### src/rtl/mac_lane_pkg.sv
// mac_lane_pkg
//   Shared types and helpers for the multi-lane MAC datapath.
//   - state_t   : top-level job FSM states
//   - CNT_W_DEF : beat counter width for the default maximum job length
//   - sat_shift : arithmetic right shift, optional ReLU and symmetric clip of
//                 one accumulator value to an io_w-bit signed sample;
//                 returns {sat, data} where data is sign-extended to CALC_W
package mac_lane_pkg;

  typedef enum logic [1:0] {
    IDLE,
    ACCUM,
    DRAIN
  } state_t;

  localparam int unsigned MAX_ACC_LEN_DEF = 1600;
  localparam int unsigned CNT_W_DEF       = $clog2(MAX_ACC_LEN_DEF + 1);

  // Working width for post-processing; wide enough for any supported
  // accumulator so the shift and the clip compare never overflow.
  localparam int unsigned CALC_W = 64;

  typedef struct packed {
    logic                     sat;
    logic signed [CALC_W-1:0] data;
  } sat_res_t;

  function automatic sat_res_t sat_shift(
    input logic signed [CALC_W-1:0] acc,
    input logic        [4:0]        shift,
    input logic                     relu,
    input int unsigned              io_w
  );
    logic signed [CALC_W-1:0] s;
    logic signed [CALC_W-1:0] one;
    logic signed [CALC_W-1:0] hi;
    logic signed [CALC_W-1:0] lo;
    sat_res_t                 res;
    one      = 1;
    hi       = (one <<< (io_w - 1)) - one;
    lo       = -(one <<< (io_w - 1));
    s        = acc >>> shift;
    res.sat  = 1'b0;
    res.data = s;
    // ReLU happens before clipping, so a clamped negative never flags sat.
    if (relu && (s < 0)) begin
      res.data = '0;
    end else if (s > hi) begin
      res.sat  = 1'b1;
      res.data = hi;
    end else if (s < lo) begin
      res.sat  = 1'b1;
      res.data = lo;
    end
    return res;
  endfunction

endpackage

### src/rtl/mac_lane.sv
// mac_lane
//   One output-channel lane: signed product of the broadcast activation and
//   this lane's weight, added either to the running accumulator or, on the
//   first beat of a job, to the optional partial-sum seed.
//   Ports:
//     clk, rst_in : clock, synchronous active-high reset (clears accumulator)
//     en          : beat accepted this cycle, update accumulator
//     first       : this beat is the first of the job (seed instead of acc)
//     seed_use    : seed with psum when first, else seed with zero
//     a, b        : activation and weight samples (signed)
//     psum        : partial-sum seed (signed)
//     acc_nxt     : accumulator value including the current product
module mac_lane #(
  parameter int unsigned IO_DATA_WIDTH      = 16,
  parameter int unsigned ACCUMULATION_WIDTH = 32
) (
  input  logic                                 clk,
  input  logic                                 rst_in,
  input  logic                                 en,
  input  logic                                 first,
  input  logic                                 seed_use,
  input  logic signed [IO_DATA_WIDTH-1:0]      a,
  input  logic signed [IO_DATA_WIDTH-1:0]      b,
  input  logic signed [ACCUMULATION_WIDTH-1:0] psum,
  output logic signed [ACCUMULATION_WIDTH-1:0] acc_nxt
);

  logic signed [2*IO_DATA_WIDTH-1:0]      prod;
  logic signed [ACCUMULATION_WIDTH-1:0]   prod_ext;
  logic signed [ACCUMULATION_WIDTH-1:0]   base;
  logic signed [ACCUMULATION_WIDTH-1:0]   acc_q;

  assign prod     = a * b;
  assign prod_ext = ACCUMULATION_WIDTH'(prod);

  always_comb begin
    base = acc_q;
    if (first) begin
      base = seed_use ? psum : '0;
    end
  end

  // Two's-complement wrap is intended; no saturation inside the accumulator.
  assign acc_nxt = base + prod_ext;

  always_ff @(posedge clk) begin
    if (rst_in) begin
      acc_q <= '0;
    end else if (en) begin
      acc_q <= acc_nxt;
    end
  end

endmodule

### src/rtl/mac_lane_array.sv
// mac_lane_array
//   Broadcast one activation stream to NB_LANES weight lanes, accumulate
//   cfg_acc_len products per lane (optionally seeded by psum_in), then shift,
//   ReLU and saturate, presenting one registered output beat with
//   valid/ready backpressure.
//   Ports:
//     clk, rst_in           : clock, synchronous active-high reset
//     start, busy           : job request / job in progress
//     cfg_acc_len, cfg_out_shift, cfg_relu, cfg_psum_use
//                           : job configuration, latched when a job is taken
//     psum_in, a_in, b_in   : partial sums, activation, per-lane weights
//     in_valid, in_ready    : input beat handshake
//     out_data, out_acc, out_sat
//                           : post-processed samples, raw accumulators, clip flags
//     out_valid, out_ready  : output beat handshake
module mac_lane_array
  import mac_lane_pkg::*;
#(
  parameter int unsigned IO_DATA_WIDTH      = 16,
  parameter int unsigned ACCUMULATION_WIDTH = 32,
  parameter int unsigned NB_LANES           = 4,
  parameter int unsigned MAX_ACC_LEN        = MAX_ACC_LEN_DEF
) (
  input  logic                                   clk,
  input  logic                                   rst_in,
  input  logic                                   start,
  output logic                                   busy,
  input  logic [$clog2(MAX_ACC_LEN+1)-1:0]       cfg_acc_len,
  input  logic [4:0]                             cfg_out_shift,
  input  logic                                   cfg_relu,
  input  logic                                   cfg_psum_use,
  input  logic [NB_LANES*ACCUMULATION_WIDTH-1:0] psum_in,
  input  logic [IO_DATA_WIDTH-1:0]               a_in,
  input  logic [NB_LANES*IO_DATA_WIDTH-1:0]      b_in,
  input  logic                                   in_valid,
  output logic                                   in_ready,
  output logic [NB_LANES*IO_DATA_WIDTH-1:0]      out_data,
  output logic [NB_LANES*ACCUMULATION_WIDTH-1:0] out_acc,
  output logic [NB_LANES-1:0]                    out_sat,
  output logic                                   out_valid,
  input  logic                                   out_ready
);

  localparam int unsigned CNT_W = $clog2(MAX_ACC_LEN + 1);

  state_t           state_q;
  logic [CNT_W-1:0] cnt_q;
  logic [CNT_W-1:0] len_q;
  logic [4:0]       shift_q;
  logic             relu_q;
  logic             psum_use_q;

  logic accept;
  logic first_beat;
  logic last_beat;
  logic take_job;

  assign accept     = in_valid && in_ready;
  assign first_beat = (cnt_q == '0);
  assign last_beat  = (cnt_q == (len_q - CNT_W'(1)));
  assign take_job   = start && (cfg_acc_len != '0);

  logic signed [ACCUMULATION_WIDTH-1:0] lane_nxt  [NB_LANES];
  logic        [IO_DATA_WIDTH-1:0]      lane_data [NB_LANES];
  logic        [NB_LANES-1:0]           lane_sat;

  for (genvar gi = 0; gi < NB_LANES; gi++) begin : g_lane
    sat_res_t                          res;
    logic [CALC_W-IO_DATA_WIDTH-1:0]   data_hi_unused;

    mac_lane #(
      .IO_DATA_WIDTH      (IO_DATA_WIDTH),
      .ACCUMULATION_WIDTH (ACCUMULATION_WIDTH)
    ) u_lane (
      .clk      (clk),
      .rst_in   (rst_in),
      .en       (accept),
      .first    (first_beat),
      .seed_use (psum_use_q),
      .a        (a_in),
      .b        (b_in[gi*IO_DATA_WIDTH +: IO_DATA_WIDTH]),
      .psum     (psum_in[gi*ACCUMULATION_WIDTH +: ACCUMULATION_WIDTH]),
      .acc_nxt  (lane_nxt[gi])
    );

    // Post-processing reads the next-state accumulator so the output beat
    // includes the last product and is registered on that same edge.
    assign res = sat_shift(CALC_W'(lane_nxt[gi]), shift_q, relu_q, IO_DATA_WIDTH);
    assign lane_sat[gi] = res.sat;
    assign {data_hi_unused, lane_data[gi]} = res.data;
  end

  always_ff @(posedge clk) begin
    if (rst_in) begin
      state_q    <= IDLE;
      cnt_q      <= '0;
      len_q      <= '0;
      shift_q    <= '0;
      relu_q     <= 1'b0;
      psum_use_q <= 1'b0;
      busy       <= 1'b0;
      in_ready   <= 1'b0;
      out_valid  <= 1'b0;
      out_sat    <= '0;
      out_data   <= '0;
      out_acc    <= '0;
    end else begin
      case (state_q)
        IDLE: begin
          if (take_job) begin
            len_q      <= cfg_acc_len;
            shift_q    <= cfg_out_shift;
            relu_q     <= cfg_relu;
            psum_use_q <= cfg_psum_use;
            cnt_q      <= '0;
            state_q    <= ACCUM;
            busy       <= 1'b1;
            in_ready   <= 1'b1;
          end
        end
        ACCUM: begin
          if (accept) begin
            if (last_beat) begin
              for (int unsigned i = 0; i < NB_LANES; i++) begin
                out_data[i*IO_DATA_WIDTH +: IO_DATA_WIDTH]           <= lane_data[i];
                out_acc[i*ACCUMULATION_WIDTH +: ACCUMULATION_WIDTH] <= lane_nxt[i];
              end
              out_sat   <= lane_sat;
              state_q   <= DRAIN;
              in_ready  <= 1'b0;
              out_valid <= 1'b1;
            end else begin
              cnt_q <= cnt_q + CNT_W'(1);
            end
          end
        end
        DRAIN: begin
          if (out_ready) begin
            out_valid <= 1'b0;
            if (take_job) begin
              len_q      <= cfg_acc_len;
              shift_q    <= cfg_out_shift;
              relu_q     <= cfg_relu;
              psum_use_q <= cfg_psum_use;
              cnt_q      <= '0;
              state_q    <= ACCUM;
              in_ready   <= 1'b1;
            end else begin
              state_q <= IDLE;
              busy    <= 1'b0;
            end
          end
        end
        default: begin
          state_q  <= IDLE;
          busy     <= 1'b0;
          in_ready <= 1'b0;
        end
      endcase
    end
  end

endmodule

### config.mk
export PLATFORM = sky130hd
export DESIGN_NAME = mac_lane_array
export DESIGN_NICKNAME = d
export VERILOG_FILES = /design/src/rtl/mac_lane_pkg.sv /design/src/rtl/mac_lane.sv /design/src/rtl/mac_lane_array.sv
export SDC_FILE = /design/constraint.sdc
export NUM_CORES = 2
export LEC_CHECK = 0
export CORE_MARGIN = 3
export CORE_UTILIZATION = 50
export CTS_CLUSTER_SIZE = 24
export DETAILED_ROUTE_END_ITERATION = 7
export PLACE_DENSITY = 0.68
export SYNTH_ARGS = -nofsm -noshare
export SYNTH_HDL_FRONTEND = slang
export SYNTH_SLANG_ARGS = --single-unit
### constraint.sdc
create_clock -name clk -period 12.6 [get_ports clk]
set_input_delay 3.15 -clock clk [delete_from_list [all_inputs] [get_ports clk]]
set_output_delay 3.15 -clock clk [all_outputs]
set_load 0.03 [all_outputs]
# After elaboration in Yosys (flattened, before gate mapping)
# Index checks and enable logic that the tools add are counted.
dict set report word_totals {
  rom_bits 0
  latchBits 0
  in_bits 231
  output_inout_bits 199
  mem_bits_rw 0
  wordCells 131
  register_bits 358
  memories 0
}
dict set report classes {
  n_shift 4
  eq_ne 9
  div_mod_pow 0
  n_mux 60
  n_bitwise 1
  order_cmp 12
  addsub 6
  n_mul 4
  n_reduce_logical 19
}
# cell n
set ops {}
lappend ops {{65-bit two-way mux} 8}
lappend ops {{64-bit by 16-bit greater-than comparator with 1-bit output (second input constant)} 4}
lappend ops {{64-bit by 1-bit less-than comparator with 1-bit output (second input constant)} 4}
lappend ops {{64-bit by 16-bit less-than comparator with 1-bit output (second input constant)} 4}
lappend ops {{32-bit two-way mux} 8}
lappend ops {{32-bit by 5-bit >>> shifter with 64-bit output} 4}
lappend ops {{32-bit adder} 4}
lappend ops {{16-bit by 16-bit multiplier with 32-bit output} 4}
lappend ops {{11-bit two-way mux} 6}
lappend ops {{16-bit two-way mux} 4}
lappend ops {{11-bit one-hot mux with 3 select lines} 1}
lappend ops {{11-bit one-hot mux with 2 select lines} 1}
lappend ops {{1-bit two-way mux} 19}
lappend ops {{4-bit AND reduction} 4}
lappend ops {{2-bit inequality test (second input constant)} 6}
lappend ops {{11-bit by 1-bit adder with 11-bit output (second input constant)} 1}
lappend ops {{11-bit equality test} 1}
lappend ops {{11-bit zero test} 1}
lappend ops {{11-bit nonzero test} 1}
lappend ops {{11-bit by 1-bit subtractor with 11-bit output (second input constant)} 1}
lappend ops {{5-bit two-way mux} 2}
lappend ops {{5-bit one-hot mux with 2 select lines} 1}
lappend ops {{2-bit two-way mux} 4}
lappend ops {{1-bit logical AND} 6}
lappend ops {{other kinds (11)} 16}

# Longest topological paths before layout
dict set report logic_depth {
  depth_word 8
  ltp_mapped 35
  depth_no_buf 30
}

# Hierarchy
# From an unflattened synthesis, not the netlist that was laid out.
dict set report unflattened {
  cells_unflattened 7613
  area_unflattened_um2 66545.1
}
# mod n_inst cells_per_inst area_each_um2 seq_area_each_um2
set modules_own_cells {}
lappend modules_own_cells {{mac_lane (g_lane[1].u_lane ...)} 2 1383 12395.6 640.6}
lappend modules_own_cells {mac_lane_array 1 2082 16916.2 4604.4}
lappend modules_own_cells {{mac_lane (g_lane[3].u_lane)} 1 1387 12426.9 640.6}
lappend modules_own_cells {{mac_lane (g_lane[0].u_lane)} 1 1378 12410.7 640.6}

# Least setup slack after synthesis
# OpenSTA, ideal clock, no wires.
dict set report synth_path {
  kind {input -> register}
  start {in a_in[15]}
  end {reg out_data[41]}
  required_time_ns 12.513
  n_path_buf 5
  arrival_ns 11.016
  path_slack_ns 1.497
  cell_stages 30
  setup_ns 0.087
  path_cell_list {buf_2 clkbuf_1 clkbuf_1 nand2_1 fa_1 fa_1 inv_1 fa_1 fa_1 fa_1 inv_1 fa_1 inv_1 ha_1 buf_4 a21oi_1 o22a_2 nand2_1 a22o_1 a211oi_2 mux2i_1 o21ai_2 mux2i_1 mux2_2 nor3_2 nand4_1 or3b_1 o211a_4 buf_6 o31ai_1}
}
dict set report synth_between {
  elab_chain_len 7
  elab_cells_between_ends 10
  cone_classes {add/sub (1); mul (1); order compare (3); shift (1); mux (3); reduce/logical (1)}
}
# element line_no
set synth_lines {}
lappend synth_lines {{start: declaration} mac_lane_array.sv:33} ;# input logic [IO_DATA_WIDTH-1:0] a_in,
lappend synth_lines {{16-bit by 16-bit multiplier with 32-bit output *} mac_lane.sv:33} ;# assign prod = a * b;
lappend synth_lines {{32-bit adder *} mac_lane.sv:44} ;# assign acc_nxt = base + prod_ext;
lappend synth_lines {{32-bit by 5-bit >>> shifter with 64-bit output *} mac_lane_pkg.sv:42} ;# s = acc >>> shift;
lappend synth_lines {{64-bit by 16-bit less-than comparator with 1-bit output} mac_lane_pkg.sv:51} ;# end else if (s < lo) begin
lappend synth_lines {{65-bit two-way mux} mac_lane_pkg.sv:51}
lappend synth_lines {{65-bit two-way mux} mac_lane_pkg.sv:48} ;# end else if (s > hi) begin
lappend synth_lines {{16-bit two-way mux *} mac_lane_pkg.sv:46} ;# if (relu && (s < 0)) begin
lappend synth_lines {{end signal: indexed assignment} mac_lane_array.sv:125} ;# out_data[i*IO_DATA_WIDTH +: IO_DATA_WIDTH] <= lane_data[i];
lappend synth_lines {{end: declaration} mac_lane_array.sv:37} ;# output logic [NB_LANES*IO_DATA_WIDTH-1:0] out_data,
# Mark *: on every way between the ends. The rest lies on a longest branch, timed or not.
# A chain may end at the register's enable or synchronous reset.

# Worst setup path after layout
dict set report layout_path {
  start {in b_in[22]}
  end {reg out_data[18]}
}
dict set report layout_between {
  elab_chain_len 7
  elab_cells_between_ends 10
  cone_classes {add/sub (1); mul (1); order compare (3); shift (1); mux (3); reduce/logical (1)}
}
# element line_no
set layout_lines {}
lappend layout_lines {{start: declaration} mac_lane_array.sv:34} ;# input logic [NB_LANES*IO_DATA_WIDTH-1:0] b_in,
lappend layout_lines {{16-bit by 16-bit multiplier with 32-bit output *} mac_lane.sv:33}
lappend layout_lines {{32-bit adder *} mac_lane.sv:44}
lappend layout_lines {{32-bit by 5-bit >>> shifter with 64-bit output *} mac_lane_pkg.sv:42}
lappend layout_lines {{64-bit by 16-bit less-than comparator with 1-bit output} mac_lane_pkg.sv:51}
lappend layout_lines {{65-bit two-way mux} mac_lane_pkg.sv:51}
lappend layout_lines {{65-bit two-way mux} mac_lane_pkg.sv:48}
lappend layout_lines {{16-bit two-way mux *} mac_lane_pkg.sv:46}
# Marks and branches as above.

==> impl_metrics.ini <==
[critical_path]
crit_fanout = 14
crit_family = adder cells
cpMaxStageDelayCell = clkdlybuf4s50_1
worstSetupPathType = in -> reg
rr_startpoint = cnt_q[0]
crit_buf_inv = 6
cp-end-kind = flip-flop
cpMostUsedCell = fa_1
cp.required_ps = 13150
crit_arrival_ps = 12380
slowest_delay_ps = 760
cp-startpoint = b_in[22]
cp-start-kind = input pin

[sta]
setup_viol = 0
max_freq_mhz = 84.6
timing.final.crit_share_pct = 93.8
slew_violations = 0
fin_skew_ps = 42.6
fin_tns_setup_ps = 0
slew_headroom_pct = 10.2
worst_pin_slew_ps = 1340
period_needed_ps = 11820
hold_violations = 0
rsz0062_at_grt = false

[run]
max_cap_violations = 0

[routing]
num_vias = 60400
via_per_inst = 5.86
routed_wl_mm = 255
dr.pass1.iters = 8
antenna_left = 0
drc = 2
initialDrtViolationCount = 6581
wl_per_cell_um = 24.8

[final_layout]
final_cells = 10300
fin_nets = 10300
drive_gt1_share_pct = 6.23
layout.cell_area.non_filler_um2 = 75800
area_growth_pct = 12.1

[grt]
grt_pass1_vias = 60700
grt_overflow = 0
grt_pass1_wl_mm = 389
antenna_found_initial = 16
grt_use_total_pct = 36.6
grt_max_degree = 142

[logic_synthesis]
synthAdderAreaFrac_pct = 41.9
synth_xor_area_share_pct = 2.40
synth_compound_area_share_pct = 13.9
synth_warnings = 0
yosys.area_share.simple_pct = 18.0
ys_ff_latch = 358
syn-mean-instance-area_um2 = 8.20
ys_types = 117
synthCells = 8238
synth_edf_count = 0
async_flop_share_pct = 0
ys.flop_type = dfxtp_1
synth.net_count = 10000
synth-seq-area-share_pct = 10.6
synth_top_family_by_area = adder cells
synthMuxAreaShare_pct = 2.86
syn_area_um2 = 67600

[cts]
post_cts_buffers = 0
cts_sinks = 358
hold_buffers = 0
cts_resized = 0
insertion_delay_ps = 650
clock_path_buffers = 3
cts_tree = done
clk_pin_slew_ps = 70
clockRootBuffer = clkbuf_16
cts-htree-levels = 2
cts_inserted_buffers = 42

[floorplanning]
core_area_um2 = 134000
initial_core_util_pct = 50.5
num_io_pins = 430
fp.dieW_um = 374
row_count = 134
dieArea_um2 = 140000
die_h_um = 374

[outcome]
violations = design-rule violations
status = finished, violations left

[min_path]
hold_start = out_acc[103]
hp-class = reg -> reg

[place]
dp_cells = 10200
gp_congestion = 1.02
dpl-instance-area_um2 = 74300
port_buffers = 429
hpwlAfterDp_mm = 208
[cell usage after synthesis (39+ instances only)]
cell type | instances | area share, %
mux2_2 | 39 | 0.65
nand3_1 | 49 | 0.36
nor2_1 | 472 | 2.6
nor3_1 | 61 | 0.45
nand2b_1 | 39 | 0.36
clkbuf_1 | 417 | 2.3
and2_1 | 527 | 4.9
ha_1 | 395 | 7.3
a211oi_1 | 141 | 1.6
xor2_1 | 49 | 0.63
inv_1 | 1319 | 7.3
o21ai_0 | 309 | 2.3
a21oi_1 | 526 | 3.9
o21a_1 | 45 | 0.50
o211ai_1 | 53 | 0.59
dfxtp_1 | 358 | 11
nand2_1 | 1352 | 7.5
fa_1 | 1168 | 35
mux2i_1 | 113 | 1.7
xnor2_1 | 129 | 1.7
[per-stage QoR]
step	setup slack, ps	hold WS, ps	util (%)
finish	777	455	56.7
floorplan	1500	437	-
global route	386	471	56.6
CTS	905	456	56.6
global placement	298	442	55.6
detailed placement	279	447	55.6
[placed cells by master, fill, tap and decap left out, drive strengths merged, types with 13 or more instances in the layout]
cell	count
o211ai	55
xor2	49
ha	395
clkbuf	57
or2	17
o22ai	25
a21boi	13
nand2	1353
or3	22
mux4	15
nor3	64
mux2	39
nor2b	14
nand3	50
inv	1326
a21o	37
a22oi	13
o31ai	20
dfxtp	358
a21oi	530
o21ai	349
nor2	474
buf	301
and2	528
xnor2	132
o21a	45
o21bai	17
and3	21
clkdlybuf4s50	412
fa	1168
mux2i	114
nor4	19
a211oi	148
a31oi	25
nand2b	40
o221ai	18
nand4	28
a2111oi	18
[cell type report]
type	instances	area [um^2]
antenna	7	17.5
clock inverter	19	246
timing repair buffer	713	6480
clock buffer	57	1190
sequential	358	7190
multi-input combinational	6054	53500
inverter	1322	4970
tap	1768	2210
fill	12400	58000
[sequential cells by signal, summed over array words and instances (netlist names)]
signal,flops
g_lane.u_lane.acc_q,128
out_acc,128
out_data,64
cnt_q,11
len_q,11
shift_q,5
out_sat,4
state_q,2
busy,1
in_ready,1
out_valid,1
psum_use_q,1
relu_q,1
[final timing paths]
kind / depth (start not counted) / slack (ps) / end
worst min-delay path: 2 / 460 / out_acc[103]
worst max register to register: 29 / 2450 / out_data[18]
worst max-delay path: 27 / 780 / out_data[18]
worst min register to register: 2 / 460 / out_acc[103]
[kinds of logic (layout without fill, tap and decap cells)]
| group | Yosys count | count (layout) |
|---|---|---|
| other | 0 | 7 |
| muxes | 168 | 168 |
| adders and majority gates | 1563 | 1563 |
| buffers and inverters | 1826 | 2111 |
| and+or+nand+nor | 2670 | 2670 |
| AOI/OAI and AO/OA | 1472 | 1472 |
| DFF | 358 | 358 |
| xor gates and xnor gates | 181 | 181 |
[worst register-to-register path, delay by kind of cell (launching register included)]
| kind | cells | cell delay [ps] |
|---|---|---|
| compound gates | 10 | 3050 |
| fa+ha+maj | 7 | 3150 |
| buf+inv | 6 | 1040 |
| flops | 1 | 450 |
| mux | 1 | 470 |
| simple gates | 5 | 1910 |
[per-layer routing]
layer | track usage [%] | vias up | wire, um
li1 | - | 26600 | -
met1 | 53.9 | 30100 | 110000
met2 | 51.3 | 3284 | 103000
met3 | 11.7 | 397 | 32900
met4 | 10.6 | 4 | 8560
met5 | 0 | - | 25
Power is not shown: default switching activity piles up to over one toggle a cycle in this logic, so the estimate is an artifact.
